### src/rtl/uart_tx_scheduler_if.sv
// Signal bundle between two byte requesters, the scheduler and a UART transmitter.
// The master modport is the scheduler's view; slave is the surrounding environment.
interface uart_tx_scheduler_if;
  logic       req0_valid;
  logic [7:0] req0_data;
  logic       req0_last;
  logic       req0_ready;
  logic       req1_valid;
  logic [7:0] req1_data;
  logic       req1_last;
  logic       req1_ready;
  logic       tx_start;
  logic [7:0] tx_data;
  logic       tx_done;
  logic [1:0] grant;
  logic       busy;
  logic       timeout_err;

  modport master (
    input  req0_valid, req0_data, req0_last,
    input  req1_valid, req1_data, req1_last,
    input  tx_done,
    output req0_ready, req1_ready,
    output tx_start, tx_data, grant, busy, timeout_err
  );

  modport slave (
    output req0_valid, req0_data, req0_last,
    output req1_valid, req1_data, req1_last,
    output tx_done,
    input  req0_ready, req1_ready,
    input  tx_start, tx_data, grant, busy, timeout_err
  );
endinterface

### src/rtl/uart_tx_scheduler.sv
// Two-requester byte scheduler feeding a single UART transmitter, with packet
// lock, round-robin fairness, an inter-frame gap and a tx_done timeout.
module uart_tx_scheduler #(
  parameter int GAP_CYCLES     = 16,
  parameter int TIMEOUT_CYCLES = 8192
) (
  input  logic                clk,
  input  logic                rst_n,
  uart_tx_scheduler_if.master bus
);

  typedef enum logic [1:0] {IDLE, START, WAIT_DONE, GAP} state_t;

  localparam logic [15:0] TO_LIMIT   = 16'(TIMEOUT_CYCLES);
  localparam logic [15:0] GAP_LOAD   = (GAP_CYCLES > 0) ? 16'(GAP_CYCLES - 1) : 16'd0;
  localparam state_t      POST_FRAME = (GAP_CYCLES > 0) ? GAP : IDLE;

  state_t      state_q, state_d;
  logic [7:0]  tx_data_q, tx_data_d;
  logic [1:0]  grant_q, grant_d;
  logic        lock_q, lock_d;
  logic        prio_q, prio_d;
  logic [15:0] to_cnt_q, to_cnt_d;
  logic [15:0] gap_cnt_q, gap_cnt_d;
  logic        run_q;

  logic        sel1;
  logic        ready0, ready1;
  logic        hs;
  logic [7:0]  hs_data;
  logic        hs_last;
  logic        timeout_pulse;

  // prio_q names the requester that wins a tie (or is offered ready when nobody is valid).
  always_comb begin
    sel1 = prio_q;
    if (lock_q)                               sel1 = grant_q[1];
    else if (bus.req0_valid ^ bus.req1_valid) sel1 = bus.req1_valid;
  end

  // run_q keeps ready low until the first clock edge after reset release.
  assign ready0  = run_q && (state_q == IDLE) && !sel1;
  assign ready1  = run_q && (state_q == IDLE) &&  sel1;
  assign hs      = (ready0 && bus.req0_valid) || (ready1 && bus.req1_valid);
  assign hs_data = sel1 ? bus.req1_data : bus.req0_data;
  assign hs_last = sel1 ? bus.req1_last : bus.req0_last;

  always_comb begin
    state_d       = state_q;
    tx_data_d     = tx_data_q;
    grant_d       = grant_q;
    lock_d        = lock_q;
    prio_d        = prio_q;
    to_cnt_d      = to_cnt_q;
    gap_cnt_d     = gap_cnt_q;
    timeout_pulse = 1'b0;

    case (state_q)
      IDLE: begin
        if (hs) begin
          state_d   = START;
          tx_data_d = hs_data;
          grant_d   = sel1 ? 2'b10 : 2'b01;
          lock_d    = !hs_last;
          prio_d    = !sel1;
          to_cnt_d  = 16'd0;
        end
      end
      START: begin
        state_d  = WAIT_DONE;
        to_cnt_d = to_cnt_q + 16'd1;
      end
      WAIT_DONE: begin
        // A tx_done arriving in the limit cycle still counts as success.
        if (bus.tx_done) begin
          state_d   = POST_FRAME;
          gap_cnt_d = GAP_LOAD;
        end else if (to_cnt_q == TO_LIMIT) begin
          timeout_pulse = 1'b1;
          lock_d        = 1'b0;
          state_d       = POST_FRAME;
          gap_cnt_d     = GAP_LOAD;
        end else begin
          to_cnt_d = to_cnt_q + 16'd1;
        end
      end
      GAP: begin
        if (gap_cnt_q == 16'd0) state_d   = IDLE;
        else                    gap_cnt_d = gap_cnt_q - 16'd1;
      end
      default: state_d = IDLE;
    endcase

    // Ownership is released on return to IDLE unless a packet is still locked.
    if ((state_d == IDLE) && !lock_d) grant_d = 2'b00;
  end

  always_ff @(posedge clk or negedge rst_n) begin
    if (!rst_n) begin
      state_q   <= IDLE;
      tx_data_q <= 8'h00;
      grant_q   <= 2'b00;
      lock_q    <= 1'b0;
      prio_q    <= 1'b0;
      to_cnt_q  <= 16'd0;
      gap_cnt_q <= 16'd0;
      run_q     <= 1'b0;
    end else begin
      state_q   <= state_d;
      tx_data_q <= tx_data_d;
      grant_q   <= grant_d;
      lock_q    <= lock_d;
      prio_q    <= prio_d;
      to_cnt_q  <= to_cnt_d;
      gap_cnt_q <= gap_cnt_d;
      run_q     <= 1'b1;
    end
  end

  assign bus.req0_ready  = ready0;
  assign bus.req1_ready  = ready1;
  assign bus.tx_start    = (state_q == START);
  assign bus.tx_data     = tx_data_q;
  assign bus.grant       = grant_q;
  assign bus.busy        = (state_q != IDLE);
  assign bus.timeout_err = timeout_pulse;

endmodule
### src/flat_wrapper.sv
// flat-port wrapper written by rule: the top's interface ports become plain ports
module uart_tx_scheduler_flat 
#(
  parameter int GAP_CYCLES     = 16,
  parameter int TIMEOUT_CYCLES = 8192
)
  (clk, rst_n, bus_req0_valid, bus_req0_data, bus_req0_last, bus_req1_valid, bus_req1_data, bus_req1_last, bus_tx_done, bus_req0_ready, bus_req1_ready, bus_tx_start, bus_tx_data, bus_grant, bus_busy, bus_timeout_err);
  uart_tx_scheduler_if bus_i ();
  input  logic clk;
  input  logic rst_n;
  input wire logic [$bits(bus_i.req0_valid)-1:0] bus_req0_valid;
  input wire logic [$bits(bus_i.req0_data)-1:0] bus_req0_data;
  input wire logic [$bits(bus_i.req0_last)-1:0] bus_req0_last;
  input wire logic [$bits(bus_i.req1_valid)-1:0] bus_req1_valid;
  input wire logic [$bits(bus_i.req1_data)-1:0] bus_req1_data;
  input wire logic [$bits(bus_i.req1_last)-1:0] bus_req1_last;
  input wire logic [$bits(bus_i.tx_done)-1:0] bus_tx_done;
  output wire logic [$bits(bus_i.req0_ready)-1:0] bus_req0_ready;
  output wire logic [$bits(bus_i.req1_ready)-1:0] bus_req1_ready;
  output wire logic [$bits(bus_i.tx_start)-1:0] bus_tx_start;
  output wire logic [$bits(bus_i.tx_data)-1:0] bus_tx_data;
  output wire logic [$bits(bus_i.grant)-1:0] bus_grant;
  output wire logic [$bits(bus_i.busy)-1:0] bus_busy;
  output wire logic [$bits(bus_i.timeout_err)-1:0] bus_timeout_err;
  assign bus_i.req0_valid = bus_req0_valid;
  assign bus_i.req0_data = bus_req0_data;
  assign bus_i.req0_last = bus_req0_last;
  assign bus_i.req1_valid = bus_req1_valid;
  assign bus_i.req1_data = bus_req1_data;
  assign bus_i.req1_last = bus_req1_last;
  assign bus_i.tx_done = bus_tx_done;
  assign bus_req0_ready = bus_i.req0_ready;
  assign bus_req1_ready = bus_i.req1_ready;
  assign bus_tx_start = bus_i.tx_start;
  assign bus_tx_data = bus_i.tx_data;
  assign bus_grant = bus_i.grant;
  assign bus_busy = bus_i.busy;
  assign bus_timeout_err = bus_i.timeout_err;
  uart_tx_scheduler #(.GAP_CYCLES(GAP_CYCLES), .TIMEOUT_CYCLES(TIMEOUT_CYCLES)) u_core (.clk(clk), .rst_n(rst_n), .bus(bus_i));
endmodule
### config.mk
export PLATFORM = sky130hd
export DESIGN_NAME = uart_tx_scheduler_flat
export DESIGN_NICKNAME = d
export VERILOG_FILES = /design/src/rtl/uart_tx_scheduler_if.sv /design/src/rtl/uart_tx_scheduler.sv /design/src/flat_wrapper.sv
export SDC_FILE = /design/constraint.sdc
export NUM_CORES = 1
export LEC_CHECK = 0
export CAP_MARGIN = 15
export CORE_MARGIN = 2
export CORE_UTILIZATION = 45
export CTS_BUF_LIST = sky130_fd_sc_hd__clkbuf_4 sky130_fd_sc_hd__clkbuf_8
export CTS_CLUSTER_SIZE = 25
export DETAILED_ROUTE_END_ITERATION = 16
export HOLD_SLACK_MARGIN = 0.12
export MAX_ROUTING_LAYER = met4
export PLACE_DENSITY = 0.71
export SKIP_LAST_GASP = 1
export SYNTH_ARGS = -nofsm -noshare
export SYNTH_HDL_FRONTEND = slang
export SYNTH_SLANG_ARGS = --single-unit
export TNS_END_PERCENT = 30
### constraint.sdc
create_clock -name clk -period 3.1 [get_ports clk]
set_input_delay 0.31 -clock clk [delete_from_list [all_inputs] [get_ports clk]]
set_output_delay 0.31 -clock clk [all_outputs]
set_load 0.005 [all_outputs]
==> key figures <==
Clocking
  • Clock Latency Late Sink: 300 ps
  • Post-CTS setup buffers: 0
  • CTS root buf: clkbuf_8
  • Clock slew at reported path FFs: 90 ps
  • CTS buffer count: 5
  • TritonCTS clock tree: built
  • Num Clock Sinks: 47
  • Deepest clock path buffer count: 2
  • H-tree Lvls: 2

Yosys
  • FFs w/ async S/R, synth: between 90% and 100%
  • Post-synthesis cell type count: 51
  • Synthesis warning total: 0
  • Mapped Avg Cell Area: about 9.2 sq um
  • Most used DFF post-synth: dfrtp_1
  • EDFF count, synth: 0
  • Top cells by area, synth: dfrtp_1 (44%), nand2_1 (5.5%), o21ai_0 (4.4%), mux2i_1 (4.2%), ha_1 (3.8%)
  • Cells after synthesis: 288
  • Post-synthesis sequential area ratio: 44.5%
  • Yosys top cell area share: 44.5%
  • Syn nets: 319
  • Synth Cell Area: about 2600 sq um
  • Seq cells post-synth: 47
  • Area leader, netlist: dfrtp_1

Worst setup path
  • WP data required: 2790 ps
  • R2R cell count: 8
  • Crit. End Element: output pin
  • Arrival time at the worst endpoint: 2540 ps
  • Critical R2R Launch: u_core.state_q[0]
  • Slowest-stage cell, CP: clkdlybuf4s50_1
  • R2R Setup Slk: around 350 ps
  • WS Path Type: reg2out
  • Delay-heaviest family, CP: simple AND/OR/NAND/NOR gates
  • Reg2reg end: u_core.gap_cnt_q[8]
  • CP Buf/Inv Count: 2
  • Crit-path max FO: 8
  • Critical path's largest stage delay: 530 ps
  • Worst Setup Start Kind: flip-flop
  • CP Cell Sequence: inv_1, ha_1, nor4b_1, nand4_1, nor2_1, clkdlybuf4s50_1

Placement
  • DP HPWL: between 3000 and 4000 microns
  • Routability congestion estimate: 0.796
  • DP Worst Slack: 402 ps
  • Number of port buffers: 37
  • DP Cell Count: 390
  • Post-placement cell area: 3080 sq um

Layout
  • Post-layout util: 57.6%
  • Share of cells above drive strength 1: 6.71%
  • Most frequent cells in the layout: dfrtp_1 (47), nand2_1 (39), clkdlybuf4s50_1 (36), nor2_1 (25), o21ai_0 (23)
  • Antenna Cells: 0
  • Nets@finish: approximately 360
  • Most common cell after layout, fill and taps aside: dfrtp_1
  • Non-Filler Instances: 400
  • Area growth from synthesis to layout: 22.0%
  • Final Cell Area: between 3000 and 4000 sq um

Floorplan
  • # IOs: 38
  • Num rows: 27
  • Die ar.: 6510 sq um
  • Core area: 5610 sq um
  • Initial cell density of the core: 47.2%
  • Die Y: 80.7 microns
  • DIE WIDTH: between 80 and 90 microns

STA
  • Period minus WS final: 2850 ps
  • Final period utilization: 92.0%
  • Slew Limit Fails: 0
  • RSZ-0062 raised after global routing: false
  • Setup Skew: 10.3 ps
  • Final Setup Violations: 0
  • Tightest hold margin: 361 ps
  • Setup ws final: 247 ps
  • Relative slew slack: between 20% and 30%
  • Max Freq: 350 MHz
  • Endpoints failing hold: 0
  • Setup TNS: 0 ps
  • Worst-margin pin slew: 1100 ps

Outcome
  • Status: complete, no violations

Route
  • Post-DR wirelength/cell: 13.6 microns
  • Final wirelength: 5440 microns
  • Vias per inst: 5.56
  • Final antenna-violating net count: 0
  • # DRC: 0
  • DR vias: roughly 2200
  • Detailed-router iteration count before antenna repair: 5
  • Initial DRC count: 113

Global routing
  • First-pass GRT wire length: ~9000 microns
  • Initial antenna violation count: 0
  • Vias in the first global route: 2015
  • Largest net degree at the start of global routing: 48
  • Grt total ovfl: 0
  • Gr usage total: 18.6%

Job
  • Max-cap violations: 0

Pwr
  • Total power: 2.39 mW
  • Power per Cell Area: 739 nW/um^2
  • Leakage: ~1.4 nW
  • Peak supply drop: 0.000498 V

Min path
  • Worst hold path type: in2async
==> where the power goes <==
group	leakage [nW]	switching [mW]	total, mW	internal [mW]
registers	0.615	0.105	0.837	0.731
logic	0.741	0.590	1.09	0.499
clock network	0.0612	0.201	0.462	0.261
==> final cells by class <==
type	instances	area, sq um
inverter	13	48.8
tap	72	90.1
sequential	47	1180
clock buffer	6	82.6
clock inverter	2	35.0
timing repair buffer	42	418
multi-input combinational	218	1380
fill	522	2380
==> worst max path at each step <==
| stage | slack [ps] | startpoint | to | cells past startpoint |
|---|---|---|---|---|
| after global routing | 50 | u_core.state_q[0] | bus_timeout_err | 6 |
| final | 250 | u_core.state_q[0] | bus_timeout_err | 6 |
| after global placement | 480 | u_core.state_q[0] | u_core.gap_cnt_q[8] | 8 |
| after floorplan | 960 | u_core.state_q[0] | u_core.gap_cnt_q[11] | 10 |
| after CTS | 230 | u_core.state_q[0] | bus_timeout_err | 6 |
| after detailed placement | 400 | u_core.state_q[0] | u_core.gap_cnt_q[8] | 8 |
==> cell families (layout without fill, tap and decap cells) <==
group / count (synthesis) / after routing / synth area share (%)
compound gates: 67 / 67 / 17.0
xor+xnor: 12 / 12 / 3.97
fa+ha+maj: 9 / 9 / 4.16
buf+inv: 23 / 63 / 3.45
flops: 47 / 47 / 44.5
mux: 11 / 11 / 4.16
other cells: 1 / 1 / 0.142
simple gates: 118 / 118 / 22.6
==> registers in the layout, indices dropped and copies added (netlist names) <==
signal / count
u_core.gap_cnt_q: 16
u_core.prio_q: 1
u_core.to_cnt_q: 16
u_core.state_q: 2
u_core.bus.tx_data: 8
u_core.run_q: 1
u_core.lock_q: 1
u_core.bus.grant: 2
==> synthesized netlist by cell type (6+ instances only) <==
| cell type | number |
|---|---|
| xor2_1 | 11 |
| inv_1 | 13 |
| o21ai_0 | 23 |
| ha_1 | 8 |
| nor3_1 | 7 |
| a21oi_1 | 10 |
| nand4_1 | 7 |
| a21o_1 | 6 |
| dfrtp_1 | 47 |
| nor2_1 | 25 |
| mux2i_1 | 11 |
| o31ai_1 | 8 |
| nand2_1 | 39 |
| nand3_1 | 11 |
| clkbuf_1 | 6 |
==> what timing repair did <==
item / 4_1_cts / 5_1_grt
hold buffers: 0 / 1
endpoints found under the hold margin: 0 / 6
resized for setup: 0 / 0
==> metal layers <==
metal	share of wire, %	global-route usage [%]	vias to the layer above
li1	-	-	1110
met1	49	24.7	1067
met2	46	28.2	39
met3	4.0	3.93	7
met4	1.4	6.61	0
met5	0	-	-
(Power assumes the default switching activity.)
==> variant 1, RTL diff (config.mk and constraints unchanged) <==
Make the reset (`rst_n`) synchronous in one clocked block.
--- a/src/rtl/uart_tx_scheduler.sv
+++ b/src/rtl/uart_tx_scheduler.sv
@@ -95,7 +95,7 @@
     if ((state_d == IDLE) && !lock_d) grant_d = 2'b00;
   end
 
-  always_ff @(posedge clk or negedge rst_n) begin
+  always_ff @(posedge clk) begin
     if (!rst_n) begin
       state_q   <= IDLE;
       tx_data_q <= 8'h00;
Function: differs if rst_n is asserted again (counterexample within 4 cycles, from zero or initial values and one cycle with rst_n low); with rst_n held inactive, the same outputs for 10 cycles.
==> variant 1 against the original RTL <==
Critical path depth is the same. Sequential cell count unchanged. Register-to-register slack improved by 0.13 ns. Wire length increased by 5.3%. Cell area shrank 5.6%. Via count up 3.6%. Sequential share of layout area fell by 5.6 points. Die area is 5.0% lower. Total power down 29%. Worst setup slack gained 0.17 ns. Maximum frequency rose by 6.2%. Area after synthesis is 5.3% lower.
==> variant 1: results (changes against the original RTL) <==
| Metric | Value |
|---|---|
| Met2 usage | 31.2% (+2.9 points) |
| Setup WS pre-CTS | 0.439 ns (+0.0370 ns) |
| Sequential fraction of the synthesis area | 37.5% (-6.9 points) |
| Total Routing Usage GR | 19.7% (+1.1 points) |
| Hold Crit Class | flip-flop to flip-flop |
| Final HPWL DP | 4090 µm (+4.7%) |
| Synth async-reset ratio | 0% (-100 points) |
| Fill cell count | 497 (-4.8%) |
| Crit Reg-Reg Startpoint | u_core.state_q[0] |
| Synth top cells by count | dfxtp_1 (47), nor2_1 (31), inv_1 (17) |
| Met1 Usage GRT | 25.6% (+0.91 points) |
| Mean cell area of the mapped netlist | 8.70 µm² (-5.3%) |
| RD Place Congestion | 0.817 (+2.6%) |
| Status | finished clean |
| Reg2reg setup slack | 0.48 ns (+0.13 ns) |
| Worst reg2reg path endpoint | u_core.gap_cnt_q[11] |
| VDD IR max | 0.247 mV (-50%) |
| NumNets Final | 356 (-0.56%) |
| Pin count of the biggest net entering global routing | 17 (-65%) |
| Vias in the first global route | 2115 (+5.0%) |
| Ant diodes | 0 (unchanged) |
| Via density | 5.78 (+4.1%) |
| DRT met1 WL | 2710 µm (+2.6%) |
| Netlist cell types | 56 (+9.8%) |
| Non-filler cells, final | 398 (-0.50%) |
| Clock skew | 0.00982 ns (-0.000487 ns) |
| First-pass GRT wire length | 9590 µm (+4.0%) |
| WL met3 | 302 µm (+40%) |
| Max FO, Critical Path | 9 (+1) |
| Ratio of cells with drive above 1 in the final layout | 8.90% (+2.2 points) |
| Worst R2R Path Depth | 7 (-1) |
| Slew @ Worst Pin | 0.700 ns (-0.396 ns) |
| Synth top area cells | dfxtp_1 (38%), nor2_1 (4.6%), ha_1 (4.0%) |
==> variant 1: logic make-up after synthesis <==
| group | count (synthesis) | synth area share (%) |
|---|---|---|
| adder cells (fa/ha/maj) | 8 | 3.99 |
| AO/OA/AOI/OAI | 68 | 20.2 |
| AND/OR/NAND/NOR | 120 | 28.2 |
| flip-flops | 47 | 37.5 |
| buffers and inverters | 30 | 4.64 |
| XOR/XNOR | 11 | 3.84 |
| multiplexers | 4 | 1.60 |
==> variant 1: area by class of cell <==
type,instances,area (µm²),area share (%)
Timing Repair Buffer,43,415,13.6
Clock inverter,1,5.00,0.164
Clock buffer,7,83.8,2.75
Multi-Input combinational cell,211,1450,47.5
Tap cell,72,90.1,2.96
Sequential cell,47,941,30.9
Inverter,17,63.8,2.09
==> variant 1: per-stage QoR <==
step | instance area [µm²] | total power [µW] | hold WS (ns)
after floorplan | 2510 | 1130 | 0.338
after global placement | 2960 | 1330 | 0.455
after detailed placement | 2960 | 1330 | 0.464
after CTS | 3050 | 1710 | 0.475
after global routing | 3050 | 1820 | 0.501
final | 3050 | 1700 | 0.473
==> variant 1: how the worst max path moves through the flow <==
stage                                 start                  end  slack (ns)  cells after the start
after global routing      u_core.state_q[0]      bus_timeout_err        0.23                      6
after floorplan           u_core.state_q[0]  u_core.to_cnt_q[15]        0.69                      9
after CTS                 u_core.state_q[0]      bus_timeout_err        0.37                      6
after global placement       bus_req0_valid  u_core.to_cnt_q[15]        0.49                      6
final                     u_core.state_q[0]      bus_timeout_err        0.41                      6
after detailed placement     bus_req1_valid  u_core.to_cnt_q[15]        0.44                      6
==> variant 1: critical path: cells and delay by family (launching register included) <==
family / cells / cell delay, ns
AND/OR/NAND/NOR: 3 / 0.76
buffers and inverters: 2 / 0.65
flip-flops: 1 / 0.35
adder cells (fa/ha/maj): 1 / 0.33
==> variant 2, RTL diff (same flow settings) <==
Without the edit above. `GAP_CYCLES` is set to 16 in 2 places; all go to 8.
--- a/src/rtl/uart_tx_scheduler.sv
+++ b/src/rtl/uart_tx_scheduler.sv
@@ -1,7 +1,7 @@
 // Two-requester byte scheduler feeding a single UART transmitter, with packet
 // lock, round-robin fairness, an inter-frame gap and a tx_done timeout.
 module uart_tx_scheduler #(
-  parameter int GAP_CYCLES     = 16,
+  parameter int GAP_CYCLES     = 8,
   parameter int TIMEOUT_CYCLES = 8192
 ) (
   input  logic                clk,
--- a/src/flat_wrapper.sv
+++ b/src/flat_wrapper.sv
@@ -1,7 +1,7 @@
 // flat-port wrapper written by rule: the top's interface ports become plain ports
 module uart_tx_scheduler_flat 
 #(
-  parameter int GAP_CYCLES     = 16,
+  parameter int GAP_CYCLES     = 8,
   parameter int TIMEOUT_CYCLES = 8192
 )
   (clk, rst_n, bus_req0_valid, bus_req0_data, bus_req0_last, bus_req1_valid, bus_req1_data, bus_req1_last, bus_tx_done, bus_req0_ready, bus_req1_ready, bus_tx_start, bus_tx_data, bus_grant, bus_busy, bus_timeout_err);
Behaviour: same outputs for any inputs over 10 cycles, from zero or initial values and one cycle with rst_n low; that may be too few to reach the edited logic, so the function may still have changed.
==> variant 2 against the original RTL <==
Clock skew down 0.0023 ns. Wire length is 7.2% higher. Cell area down 0.85%. Area after synthesis decreased by 0.71%. Critical path type unchanged. Sequential cell count did not move. Worst hold slack better by 0.015 ns. Critical endpoint unchanged. Clock power is 4% lower. Total power increased by 6.9%. Worst setup slack better by 0.14 ns. Largest power group unchanged. Highest routed layer unchanged.
==> variant 2: results (changes against the original RTL) <==
| Metric | Value |
|---|---|
| DR WL/cell | 14.7 µm (+8.2%) |
| Via density | 5.56 (+0.10%) |
| Relative slew margins | 66.5% (+40 points) |
| Top_reg_cell synth | dfrtp_1 |
| Htree depth | 2 (unchanged) |
| Ratio of cells with drive above 1 in the final layout | 5.56% (-1.2 points) |
| Placed Instances | 386 (-1.0%) |
| RD Place Congestion | 0.824 (+3.5%) |
| Post-CTS Setup Inserts | 0 (unchanged) |
| DRT met1 WL | 2820 µm (+6.7%) |
| Post-DP Area | 3060 µm² (-0.77%) |
| Arrival time worst endpoint | 2.41 ns (-0.13 ns) |
| Fill cell count | 505 (-3.3%) |
| WL met3 | 146 µm (-32%) |
| Synth async-reset ratio | 100% (unchanged) |
| Synth top area cells | dfrtp_1 (45%), o21ai_0 (5.0%), xor2_1 (4.7%) |
| First-pass GRT wire length | 9890 µm (+7.3%) |
| Initial DRC Count | 109 (-3.5%) |
| Synth top cells by count | dfrtp_1 (47), nor2_1 (32), nand2_1 (27) |
| Sequential fraction of the synthesis area | 44.8% (+0.32 points) |
| Vias in the first global route | 2113 (+4.9%) |
| Final HPWL DP | 4130 µm (+5.6%) |
| Total Routing Usage GR | 19.7% (+1.1 points) |
| 1st-pass router iterations | 4 (-1) |
| Max FO, Critical Path | 7 (-1) |
| Hold Crit Class | primary input to async pin |
| Yosys warning count | 0 (unchanged) |
| Status | finished clean |
| Mapped Nets | 317 (-0.63%) |
| Clk Latency, worst-skew pair | 0.30 ns (about the same) |
| Pleak | 0.00139 µW (-2.2%) |
| Initial antenna violation count | 0 (unchanged) |
| Clock-pin slew on the worst setup and hold paths | 0.09 ns (about the same) |
| Mean cell area of the mapped netlist | 9.18 µm² (about the same) |
| NumNets Final | 355 (-0.84%) |
| Port-buffer cells | 37 (unchanged) |
| Met2 wire len | 2820 µm (+13%) |
| Total CTS buffers | 5 (unchanged) |
| Netlist cell types | 43 (-16%) |
| Non-filler cells, final | 396 (-1.0%) |
| Clock skew | 0.00799 ns (-0.00231 ns) |
| Ant diodes | 0 (unchanged) |
| VDD IR max | 0.344 mV (-31%) |
| CTS max path bufs | 2 (unchanged) |
| Area Overhead vs Synth | 21.9% |
| Highest Signal Layer | met4 |
| Pin count of the biggest net entering global routing | 48 (unchanged) |
| CTS root buf | clkbuf_8 |
-- variant 2: metal layers --
metal | global-route usage (%) | vias to the layer above
li1 | - | 1108
met1 | 27.3 | 1066
met2 | 29.5 | 25
met3 | 3.93 | 4
met4 | 5.42 | 0
met5 | - | -
-- variant 2: path summary, 6_finish.rpt --
| kind | start | to | slack (ns) | cells past startpoint |
|---|---|---|---|---|
| setup / recovery | u_core.state_q[0] | bus_timeout_err | 0.38 | 6 |
| hold / removal | rst_n | u_core.gap_cnt_q[8] | 0.38 | 2 |
| setup reg to reg | u_core.gap_cnt_q[7] | u_core.gap_cnt_q[4] | 0.60 | 6 |
| hold reg to reg | u_core.bus.tx_data[0] | u_core.bus.tx_data[0] | 0.49 | 2 |
| max in group asynchronous | rst_n | u_core.to_cnt_q[6] | 2.26 | 3 |
| min in group clk | u_core.bus.tx_data[0] | u_core.bus.tx_data[0] | 0.49 | 2 |
-- variant 2: per-stage QoR --
step | power [µW] | hold slack, ns | worst slack (ns)
floorplan | 1670 | 0.0144 | 0.833
global placement | 2070 | 0.463 | 0.575
detailed placement | 2090 | 0.473 | 0.503
CTS | 2540 | 0.223 | 0.377
global route | 2770 | 0.392 | 0.206
finish | 2550 | 0.376 | 0.384
-- variant 2: final cells by class --
cell class | instances | share of cell area, %
multi-input combinational | 214 | 42.3
sequential | 47 | 36.7
timing repair buffer | 43 | 13.3
tap | 72 | 2.81
clock buffer | 6 | 2.38
inverter | 13 | 1.52
clock inverter | 1 | 0.938
-- variant 2: timing repair --
action,in CTS,in global routing
hold buffers,0,1
resized for setup,0,0
hold endpoints to repair,0,6
endpoints found under the setup margin,0,0
-- variant 2: report_power, final --
part	leakage, µW	switching [µW]	internal [µW]
clock network	0.0000547	199	245
logic	0.000711	685	540
registers	0.000620	133	751
total	0.00139	1020	1540
-- variant 2: kinds of logic (layout without fill, tap and decap cells) --
family / after synthesis / after routing / synth area share [%]
and+or+nand+nor: 112 / 112 / 22.0
AOI/OAI and AO/OA: 66 / 66 / 16.0
DFF: 47 / 47 / 44.8
buffers and inverters: 25 / 63 / 3.67
xor gates and xnor gates: 14 / 14 / 4.67
muxes: 12 / 12 / 4.62
adders and majority gates: 9 / 9 / 4.19
other: 1 / 1 / 0.143
-- variant 2: worst max-delay path, stage by stage, from the launching register on --
cell and delay, ns:
dfrtp_1 0.44, inv_1 0.15, ha_1 0.30, nor4b_1 0.28
nand4_1 0.26, nor2_1 0.15, clkdlybuf4s50_1 0.54
